File: src/rtl/rgen_pkg.sv
// Shared types, status codes and the mask-to-strobe reduction for the rgen APB initiator.
package rgen_pkg;

  typedef enum logic [1:0] {
    ST_IDLE     = 2'd0,
    ST_SETUP    = 2'd1,
    ST_ACCESS   = 2'd2,
    ST_RESPONSE = 2'd3
  } state_e;

  localparam logic [1:0] STATUS_OK      = 2'b00;
  localparam logic [1:0] STATUS_SLVERR  = 2'b10;
  localparam logic [1:0] STATUS_TIMEOUT = 2'b11;

  // Bit 'b' of the result is set when any bit of mask byte 'b' is set; sized for the widest bus.
  function automatic logic [7:0] mask_to_strb(input logic [63:0] mask);
    logic [7:0] strb;
    strb = '0;
    for (int b = 0; b < 8; b++) begin
      strb[b] = |mask[8*b +: 8];
    end
    return strb;
  endfunction

endpackage

File: src/rtl/rgen_apb_initiator_if.sv
// rgen command/response interface; the host drives commands (master), the initiator serves them (slave).
interface rgen_apb_initiator_if #(
  parameter int DATA_WIDTH    = 32,
  parameter int ADDRESS_WIDTH = 16
);
  logic                     command_valid;
  logic                     command_ready;
  logic                     write;
  logic [ADDRESS_WIDTH-1:0] address;
  logic [DATA_WIDTH-1:0]    write_data;
  logic [DATA_WIDTH-1:0]    write_mask;
  logic                     response_valid;
  logic                     response_ready;
  logic [DATA_WIDTH-1:0]    read_data;
  logic [1:0]               status;

  modport master (
    output command_valid, write, address, write_data, write_mask, response_ready,
    input  command_ready, response_valid, read_data, status
  );

  modport slave (
    input  command_valid, write, address, write_data, write_mask, response_ready,
    output command_ready, response_valid, read_data, status
  );
endinterface

File: src/rtl/rgen_wait_counter.sv
// ACCESS-phase wait budget: loaded on entry to ACCESS, counts down per stalled cycle,
// expires once TIMEOUT_CYCLES-1 stalled cycles have elapsed.
module rgen_wait_counter #(
  parameter int TIMEOUT_CYCLES = 256
) (
  input  logic clk,
  input  logic rst,
  input  logic i_clear,
  input  logic i_step,
  output logic o_expire
);
  localparam int CNT_W = (TIMEOUT_CYCLES > 2) ? $clog2(TIMEOUT_CYCLES) : 1;

  logic [CNT_W-1:0] r_remaining;

  always_ff @(posedge clk) begin
    if (rst) begin
      r_remaining <= '0;
    end else if (i_clear) begin
      r_remaining <= CNT_W'(TIMEOUT_CYCLES - 1);
    end else if (i_step && (r_remaining != '0)) begin
      r_remaining <= r_remaining - 1'b1;
    end
  end

  assign o_expire = (r_remaining == '0);
endmodule

File: src/rtl/rgen_apb_initiator.sv
// Bridges single-beat rgen commands onto an APB4 completer, one transfer in flight.
// Optional ACCESS timeout enabled by defining RGEN_APB_INITIATOR_TIMEOUT_EN.
//
// state     | meaning
// IDLE      | ready for a command; APB bus idle
// SETUP     | psel=1, penable=0 for one cycle
// ACCESS    | psel=1, penable=1 until pready (or timeout abort)
// RESPONSE  | response_valid=1, result held until response_ready
module rgen_apb_initiator
  import rgen_pkg::*;
#(
  parameter int         DATA_WIDTH     = 32,
  parameter int         ADDRESS_WIDTH  = 16,
  parameter logic [2:0] PPROT_VALUE    = 3'b000,
  parameter int         TIMEOUT_CYCLES = 256
) (
  input  logic                      clk,
  input  logic                      rst,
  rgen_apb_initiator_if.slave       io_rgen,
  output logic [ADDRESS_WIDTH-1:0]  o_paddr,
  output logic [2:0]                o_pprot,
  output logic                      o_psel,
  output logic                      o_penable,
  output logic                      o_pwrite,
  output logic [DATA_WIDTH-1:0]     o_pwdata,
  output logic [DATA_WIDTH/8-1:0]   o_pstrb,
  input  logic                      i_pready,
  input  logic [DATA_WIDTH-1:0]     i_prdata,
  input  logic                      i_pslverr
);
  localparam int STRB_W   = DATA_WIDTH / 8;
  localparam int ADDR_LSB = $clog2(STRB_W);
  localparam logic [ADDRESS_WIDTH-1:0] ADDR_MASK =
    ~((ADDRESS_WIDTH'(1) << ADDR_LSB) - ADDRESS_WIDTH'(1));

  localparam logic [1:0] S_IDLE     = ST_IDLE;
  localparam logic [1:0] S_SETUP    = ST_SETUP;
  localparam logic [1:0] S_ACCESS   = ST_ACCESS;
  localparam logic [1:0] S_RESPONSE = ST_RESPONSE;

  if (!(DATA_WIDTH == 8 || DATA_WIDTH == 16 || DATA_WIDTH == 32 || DATA_WIDTH == 64))
  begin : g_bad_data_width
    $error("rgen_apb_initiator: DATA_WIDTH must be 8, 16, 32 or 64");
  end
  if (TIMEOUT_CYCLES < 2) begin : g_bad_timeout
    $error("rgen_apb_initiator: TIMEOUT_CYCLES must be >= 2");
  end

  logic [1:0]               r_state;
  logic [ADDRESS_WIDTH-1:0] r_paddr;
  logic                     r_pwrite;
  logic [DATA_WIDTH-1:0]    r_pwdata;
  logic [STRB_W-1:0]        r_pstrb;
  logic [DATA_WIDTH-1:0]    r_read_data;
  logic [1:0]               r_status;

  logic [STRB_W-1:0]        w_strb;
  logic                     w_expired;

  assign w_strb = STRB_W'(mask_to_strb(64'(io_rgen.write_mask)));

`ifdef RGEN_APB_INITIATOR_TIMEOUT_EN
  rgen_wait_counter #(
    .TIMEOUT_CYCLES (TIMEOUT_CYCLES)
  ) u_wait_counter (
    .clk      (clk),
    .rst      (rst),
    .i_clear  (r_state == S_SETUP),
    .i_step   ((r_state == S_ACCESS) && !i_pready),
    .o_expire (w_expired)
  );
`else
  assign w_expired = 1'b0;
`endif

  always_ff @(posedge clk) begin
    if (rst) begin
      r_state     <= S_IDLE;
      r_paddr     <= '0;
      r_pwrite    <= 1'b0;
      r_pwdata    <= '0;
      r_pstrb     <= '0;
      r_read_data <= '0;
      r_status    <= STATUS_OK;
    end else begin
      case (r_state)
        S_IDLE: begin
          if (io_rgen.command_valid) begin
            r_paddr  <= io_rgen.address & ADDR_MASK;
            r_pwrite <= io_rgen.write;
            r_pwdata <= io_rgen.write_data;
            r_pstrb  <= io_rgen.write ? w_strb : '0;
            r_state  <= S_SETUP;
          end
        end
        S_SETUP: begin
          r_state <= S_ACCESS;
        end
        S_ACCESS: begin
          // Completion takes priority over a timeout expiring in the same cycle.
          if (i_pready) begin
            r_read_data <= (!r_pwrite && !i_pslverr) ? i_prdata : '0;
            r_status    <= i_pslverr ? STATUS_SLVERR : STATUS_OK;
            r_state     <= S_RESPONSE;
          end else if (w_expired) begin
            r_read_data <= '0;
            r_status    <= STATUS_TIMEOUT;
            r_state     <= S_RESPONSE;
          end
        end
        S_RESPONSE: begin
          if (io_rgen.response_ready) begin
            r_state <= S_IDLE;
          end
        end
        default: r_state <= S_IDLE;
      endcase
    end
  end

  assign io_rgen.command_ready  = (r_state == S_IDLE);
  assign io_rgen.response_valid = (r_state == S_RESPONSE);
  assign io_rgen.read_data      = r_read_data;
  assign io_rgen.status         = r_status;

  assign o_psel    = (r_state == S_SETUP) || (r_state == S_ACCESS);
  assign o_penable = (r_state == S_ACCESS);
  assign o_paddr   = r_paddr;
  assign o_pwrite  = r_pwrite;
  assign o_pwdata  = r_pwdata;
  assign o_pstrb   = r_pstrb;
  assign o_pprot   = PPROT_VALUE;
endmodule
File: src/flat_wrapper.sv
// flat-port wrapper written by rule: the top's interface ports become plain ports
module rgen_apb_initiator_flat import rgen_pkg::*;
#(
  parameter int         DATA_WIDTH     = 32,
  parameter int         ADDRESS_WIDTH  = 16,
  parameter logic [2:0] PPROT_VALUE    = 3'b000,
  parameter int         TIMEOUT_CYCLES = 256
)
  (clk, rst, o_paddr, o_pprot, o_psel, o_penable, o_pwrite, o_pwdata, o_pstrb, i_pready, i_prdata, i_pslverr, io_rgen_command_valid, io_rgen_write, io_rgen_address, io_rgen_write_data, io_rgen_write_mask, io_rgen_response_ready, io_rgen_command_ready, io_rgen_response_valid, io_rgen_read_data, io_rgen_status);
  rgen_apb_initiator_if #(.DATA_WIDTH(DATA_WIDTH), .ADDRESS_WIDTH(ADDRESS_WIDTH)) io_rgen_i ();
  input  logic clk;
  input  logic rst;
  output logic [ADDRESS_WIDTH-1:0] o_paddr;
  output logic [2:0] o_pprot;
  output logic o_psel;
  output logic o_penable;
  output logic o_pwrite;
  output logic [DATA_WIDTH-1:0] o_pwdata;
  output logic [DATA_WIDTH/8-1:0] o_pstrb;
  input  logic i_pready;
  input  logic [DATA_WIDTH-1:0] i_prdata;
  input  logic i_pslverr;
  input wire logic [$bits(io_rgen_i.command_valid)-1:0] io_rgen_command_valid;
  input wire logic [$bits(io_rgen_i.write)-1:0] io_rgen_write;
  input wire logic [$bits(io_rgen_i.address)-1:0] io_rgen_address;
  input wire logic [$bits(io_rgen_i.write_data)-1:0] io_rgen_write_data;
  input wire logic [$bits(io_rgen_i.write_mask)-1:0] io_rgen_write_mask;
  input wire logic [$bits(io_rgen_i.response_ready)-1:0] io_rgen_response_ready;
  output wire logic [$bits(io_rgen_i.command_ready)-1:0] io_rgen_command_ready;
  output wire logic [$bits(io_rgen_i.response_valid)-1:0] io_rgen_response_valid;
  output wire logic [$bits(io_rgen_i.read_data)-1:0] io_rgen_read_data;
  output wire logic [$bits(io_rgen_i.status)-1:0] io_rgen_status;
  assign io_rgen_i.command_valid = io_rgen_command_valid;
  assign io_rgen_i.write = io_rgen_write;
  assign io_rgen_i.address = io_rgen_address;
  assign io_rgen_i.write_data = io_rgen_write_data;
  assign io_rgen_i.write_mask = io_rgen_write_mask;
  assign io_rgen_i.response_ready = io_rgen_response_ready;
  assign io_rgen_command_ready = io_rgen_i.command_ready;
  assign io_rgen_response_valid = io_rgen_i.response_valid;
  assign io_rgen_read_data = io_rgen_i.read_data;
  assign io_rgen_status = io_rgen_i.status;
  rgen_apb_initiator #(.DATA_WIDTH(DATA_WIDTH), .ADDRESS_WIDTH(ADDRESS_WIDTH), .PPROT_VALUE(PPROT_VALUE), .TIMEOUT_CYCLES(TIMEOUT_CYCLES)) u_core (.clk(clk), .rst(rst), .io_rgen(io_rgen_i), .o_paddr(o_paddr), .o_pprot(o_pprot), .o_psel(o_psel), .o_penable(o_penable), .o_pwrite(o_pwrite), .o_pwdata(o_pwdata), .o_pstrb(o_pstrb), .i_pready(i_pready), .i_prdata(i_prdata), .i_pslverr(i_pslverr));
endmodule
File: config.mk
export PLATFORM = sky130hd
export DESIGN_NAME = rgen_apb_initiator_flat
export DESIGN_NICKNAME = d
export VERILOG_FILES = /design/src/rtl/rgen_pkg.sv /design/src/rtl/rgen_apb_initiator_if.sv /design/src/rtl/rgen_wait_counter.sv /design/src/rtl/rgen_apb_initiator.sv /design/src/flat_wrapper.sv
export SDC_FILE = /design/constraint.sdc
export NUM_CORES = 1
export LEC_CHECK = 0
export ABC_AREA = 1
export CORE_ASPECT_RATIO = 1.1
export CORE_MARGIN = 8
export CORE_UTILIZATION = 38
export DETAILED_ROUTE_END_ITERATION = 16
export PLACE_DENSITY = 0.81
export SYNTH_ARGS = -nofsm -noshare
export SYNTH_HDL_FRONTEND = slang
export SYNTH_SLANG_ARGS = --single-unit
export TNS_END_PERCENT = 30
File: constraint.sdc
create_clock -name clk -period 1.6 [get_ports clk]
set_clock_uncertainty 0.1 [all_clocks]
set_input_delay 0.48 -clock clk [delete_from_list [all_inputs] [get_ports clk]]
set_output_delay 0.48 -clock clk [all_outputs]
set_load 0.02 [all_outputs]
Yosys cells after proc, flatten, opt, wreduce, memory -nomap -nowiden

Index checks and enable logic that the tools add are counted.

Input bits: 119
Bits in registers: 87
Output and inout bits: 94

Reductions and logical operators: 12
Equality and inequality tests: 6
Mux-type cells: 7

Operator list:

| cell                                                             | number |
|---|---|
| 32-bit two-way mux                                               | 1 |
| 8-bit OR reduction                                               | 4 |
| 2-bit two-way mux                                                | 4 |
| 2-bit one-hot mux with 4 select lines                            | 1 |
| 2-bit == test (second input constant)                            | 2 |
| 4-bit two-way mux                                                | 1 |
| 2-bit != test (second input constant)                            | 2 |
| 2-bit AND reduction                                              | 2 |
| 3-bit AND reduction                                              | 1 |
| 2-bit by 1-bit == test with 1-bit output (second input constant) | 1 |
| 1-bit zero test                                                  | 2 |
| 2-bit zero test                                                  | 1 |
| 2-bit by 1-bit != test with 1-bit output (second input constant) | 1 |
| 1-bit logical AND                                                | 1 |
| 1-bit logical OR                                                 | 1 |

Longest topological paths before layout

Depth in word-level cells: 3
Gate-level depth with buffers: 7
Depth with buffers taken out: 7

Worst setup path after synthesis

OpenSTA, ideal clock, no wires.

Path type: register to register
Start: register u_core.r_state[0]
End: register u_core.r_pwdata[26], in the netlist u_core.o_pwdata[26]
Setup time: 116 ps
Slack: 171 ps
Cell stages (with the launch flop): 7
Path buffers: 1
Period minus slack after synthesis: 1429 ps
Required time: 1384 ps
Data arrival time: 1214 ps
Cells stage by stage: dfxtp_1 -> inv_1 -> ha_1 -> nand2_4 -> buf_2 -> o21ai_0 -> nor2_1

Word-level cells in the longest chain between the ends: 2

Ends and longest elaborated chain:

| element                              | RTL line                 | RTL |
|---|---|---|
| start: declaration                   | rgen_apb_initiator.sv:49 | `logic [1:0] r_state;` |
| start signal: assignment             | rgen_apb_initiator.sv:78 | `r_state <= S_IDLE;` |
| start signal: assignment             | rgen_apb_initiator.sv:93 | `r_state <= S_SETUP;` |
| start signal: assignment             | rgen_apb_initiator.sv:97 | `r_state <= S_ACCESS;` |
| 2-bit zero test                      | -                        |  |
| via io_rgen_command_ready            | flat_wrapper.sv:29       | `output wire logic [$bits(io_rgen_i.command_ready)-1:0] io_rgen_command_ready;` |
| 2-bit AND reduction (no source line) | -                        |  |
| end signal: assignment               | rgen_apb_initiator.sv:91 | `r_pwdata <= io_rgen.write_data;` |
| end: declaration                     | rgen_apb_initiator.sv:52 | `logic [DATA_WIDTH-1:0] r_pwdata;` |

The timed path passes the listed nets, and every way through them passes these cells.
A chain may end at the register's enable or synchronous reset.

Final worst setup path

Start: register u_core.r_state[0]
End: output o_psel

Word-level cells in the longest chain between the ends: 2
Elaborated cells on any way between the ends: 3

Ends and longest elaborated chain:

| element                                                                          | RTL line                  | RTL |
|---|---|---|
| 2-bit by 1-bit == test with 1-bit output / 2-bit == test (equally long branches) | rgen_apb_initiator.sv:126 | `assign o_psel = (r_state == S_SETUP) \|\| (r_state == S_ACCESS);` |
| 1-bit logical OR (*)                                                             | rgen_apb_initiator.sv:126 |  |
| end: declaration                                                                 | flat_wrapper.sv:15        | `output logic o_psel;` |

Every way passes the cells marked *; elsewhere a longest branch is shown, timed or not.

==> results.json <==
{
  "dieHeight_um": 118,
  "grt_max_degree": 33,
  "maxSlewViolCount": 0,
  "status": "complete, but fails checks",
  "grt_remaining_overflow": 0,
  "drc_errors": 0,
  "rr_startpoint": "u_core.r_state[1]",
  "hold_ws_ns": 0.367,
  "synth_mux_area_share_pct": 0,
  "crit_type": "reg -> out",
  "first_pass_iters": 4,
  "critPathSlowestCell": "dfxtp_2",
  "switching_power_uw": 2750,
  "antennaDiodeCount": 0,
  "power_frac_comb_pct": 42.9,
  "cts_buffers": 9,
  "htreeDepth": 3,
  "avgSynthCellArea_sq_um": 8.42,
  "slowest_delay_ns": 0.36,
  "async_flop_share_pct": 0,
  "intPower_uw": 4750,
  "fin_crit_sh_pct": 107,
  "dominantRegCellSynth": "dfxtp_1",
  "utilization_pct": 64.5,
  "reg2reg_to": "u_core.io_rgen.status[1]",
  "cts-root-buf": "clkbuf_8",
  "drive_gt1_share_pct": 31.3,
  "setup_violations": 4,
  "synth_xor_area_share_pct": 0,
  "crit_start": "u_core.r_state[0]",
  "post-route-min-period_ns": 1.71,
  "netlist-cell-type-count": 24,
  "ff2ff_path_depth": 8,
  "vias": 3519,
  "syn-cell-area_sq_um": 3570,
  "synth_edf_count": 0,
  "dieArea_sq_um": 12800,
  "synthSimpleGateAreaFrac_pct": 27.0,
  "clkLatencyLatePin_ns": 0.34,
  "start_util_pct": 38.5,
  "ir_worst_vdd_uv": 508,
  "fp.dieW_um": 108,
  "power-per-cell-area_nw_per_um2": 1260,
  "fillers": 786,
  "maxCapViolations": 0,
  "crit_path_start_kind": "flip-flop",
  "violations": "setup timing",
  "setup_ws_ns": -0.109,
  "drtIter0Drc": 99,
  "worstSetupEndpointType": "primary output",
  "routed_wl_um": 11800,
  "routed_via_density": 4.65,
  "seq_area_frac_synth_pct": 48.2,
  "ys_warn_count": 0,
  "ant_nets": 0,
  "p_seq_share_pct": 37.4,
  "path_max_fanout": 3,
  "clockPowerShare_pct": 19.7,
  "syn_to_final_growth_pct": 67.3,
  "synth_top_family_by_area": "simple AND/OR/NAND/NOR gates",
  "layout.nets": 758,
  "grt_use_total_pct": 18.3,
  "dp_slack_ns": -0.312,
  "cts_max_path_buffers": 2,
  "p_sw_share_pct": 36.6,
  "holdCritPathClass": "reg -> reg",
  "postCtsHoldBufs": 0,
  "rrSetupSlack_ns": 0.10,
  "yosysMostFrequentCell": "nor2_1",
  "hold_viol": 0,
  "min_from": "u_core.o_pstrb[0]",
  "clkTransAtPathRegs_ns": 0.08,
  "cts_tree": "yes",
  "synth_compound_area_share_pct": 15.5,
  "grt_pass1_wl_um": 18700,
  "grt_pass1_vias": 3754,
  "core_area_sq_um": 9260,
  "rsz0062_at_grt": "yes",
  "syn-instance-count": 424,
  "leakagePower_uw": 0.00225,
  "worstPathCellList": "inv_4 > ha_4 > buf_6",
  "synth-adder-area-share_pct": 1.05,
  "rows": 37,
  "ys_ff_latch": 86,
  "antenna_found_initial": 0,
  "port_buffers": 204,
  "netlist_top_cells_count": "113 x nor2_1, 86 x dfxtp_1, 52 x nand2_1",
  "max_freq_mhz": 585,
  "ios": 213,
  "avgRoutedWirePerCell_um": 15.6,
  "yosysTopAreaCellShare_pct": 48.2,
  "arrival_ns": 1.13,
  "hpwl_um": 9000,
  "cts_sinks": 86,
  "synth_top_area_cell": "dfxtp_1",
  "hold_end": "u_core.o_pstrb[0]",
  "gp_congestion": 0.800,
  "required_ns": 1.02,
  "synthTopCellsByArea": "dfxtp_1 48%, nor2_1 12%, nand3_2 8.1%",
  "whs_path_depth": 2
}
-- worst max-delay path by stage --
stage | end | slack, ns | cells after the start
after global routing | o_psel | -0.16 | 3
after detailed placement | o_psel | -0.31 | 3
after floorplan | u_core.o_pwdata[26] | 0.17 | 6
after global placement | o_psel | -0.28 | 3
after CTS | o_psel | -0.14 | 3
final | o_psel | -0.11 | 3
-- per-layer routing --
metal	track usage, %	wire (um)	part of all wire (%)	vias to the layer above
li1	-	-	-	1782
met1	18.5	4490	38	1601
met2	31.6	5860	50	117
met3	8.00	1240	10	19
met4	7.80	226	1.9	0
met5	0	0	0	-
-- flip-flops by register name, indices dropped and copies added (netlist names) --
signal / flops
u_core.io_rgen.read_data: 32
u_core.o_pwdata: 32
u_core.o_paddr: 14
u_core.o_pstrb: 4
u_core.r_state: 2
u_core.io_rgen.status: 1
u_core.o_pwrite: 1
-- what timing repair did --
action | 4_1_cts | 5_1_grt
pin swaps | 0 | 0
endpoints found under the setup margin | 88 | 51
resized for setup | 261 | 31
buffers inserted | 0 | 3
-- layout make-up --
type / count / area (sq um) / share of cell area (%)
repair buffers: 229 / 2250 / 37.7
flip-flops and latches: 86 / 1720 / 28.9
inverters: 10 / 50.0 / 0.838
clock buffers: 13 / 179 / 3.00
multi-input cells: 300 / 1600 / 26.8
clock inverters: 2 / 15.0 / 0.252
well taps: 117 / 146 / 2.45
-- power by group through the flow --
stage | Combinational, uW | Sequential, uW | Clock, uW
3_3_place_gp | 3250 | 2820 | 0
2_1_floorplan | 1200 | 3350 | 0
5_1_grt | 3490 | 2850 | 1600
6_report | 3220 | 2800 | 1480
4_1_cts | 3250 | 2800 | 1510
3_5_place_dp | 3310 | 2850 | 0
-- per-stage QoR --
| step | setup TNS [ns] | cells | instance area, sq um | power (uW) |
|---|---|---|---|---|
| 4_1_cts | -0.498 | 754 | 6070 | 7570 |
| 3_3_place_gp | -10.13 | 739 | 5770 | 6070 |
| 3_5_place_dp | -12.70 | 739 | 5770 | 6160 |
| 6_report | -0.344 | 757 | 5970 | 7500 |
| 2_1_floorplan | 0 | 429 | 3590 | 4550 |
| 5_1_grt | -0.573 | 757 | 5970 | 7950 |
-- layout by cell type (no fill, tap or decap), drive strengths merged --
cell type      instances
clkbuf                31
clkdlybuf4s15         58
clkinv                 2
a21oi                 38
conb                   6
ha                     3
o21ai                 51
nor2                 115
clkinvlp               2
clkdlybuf4s50        115
dfxtp                 86
nand3                 33
inv                    8
nand2                 54
buf                   38
-- kinds of logic after synthesis --
family,after synthesis
DFF,86
AOI/OAI and AO/OA,89
buffers and inverters,43
and+or+nand+nor,202
adders and majority gates,3
other,1
-- critical path, delay by kind of cell (launching register included) --
kind	cells	cell delay, ns
flops	1	0.36
fa+ha+maj	1	0.26
buf+inv	2	0.16
No activity file was read; power rests on OpenSTA's default activity.
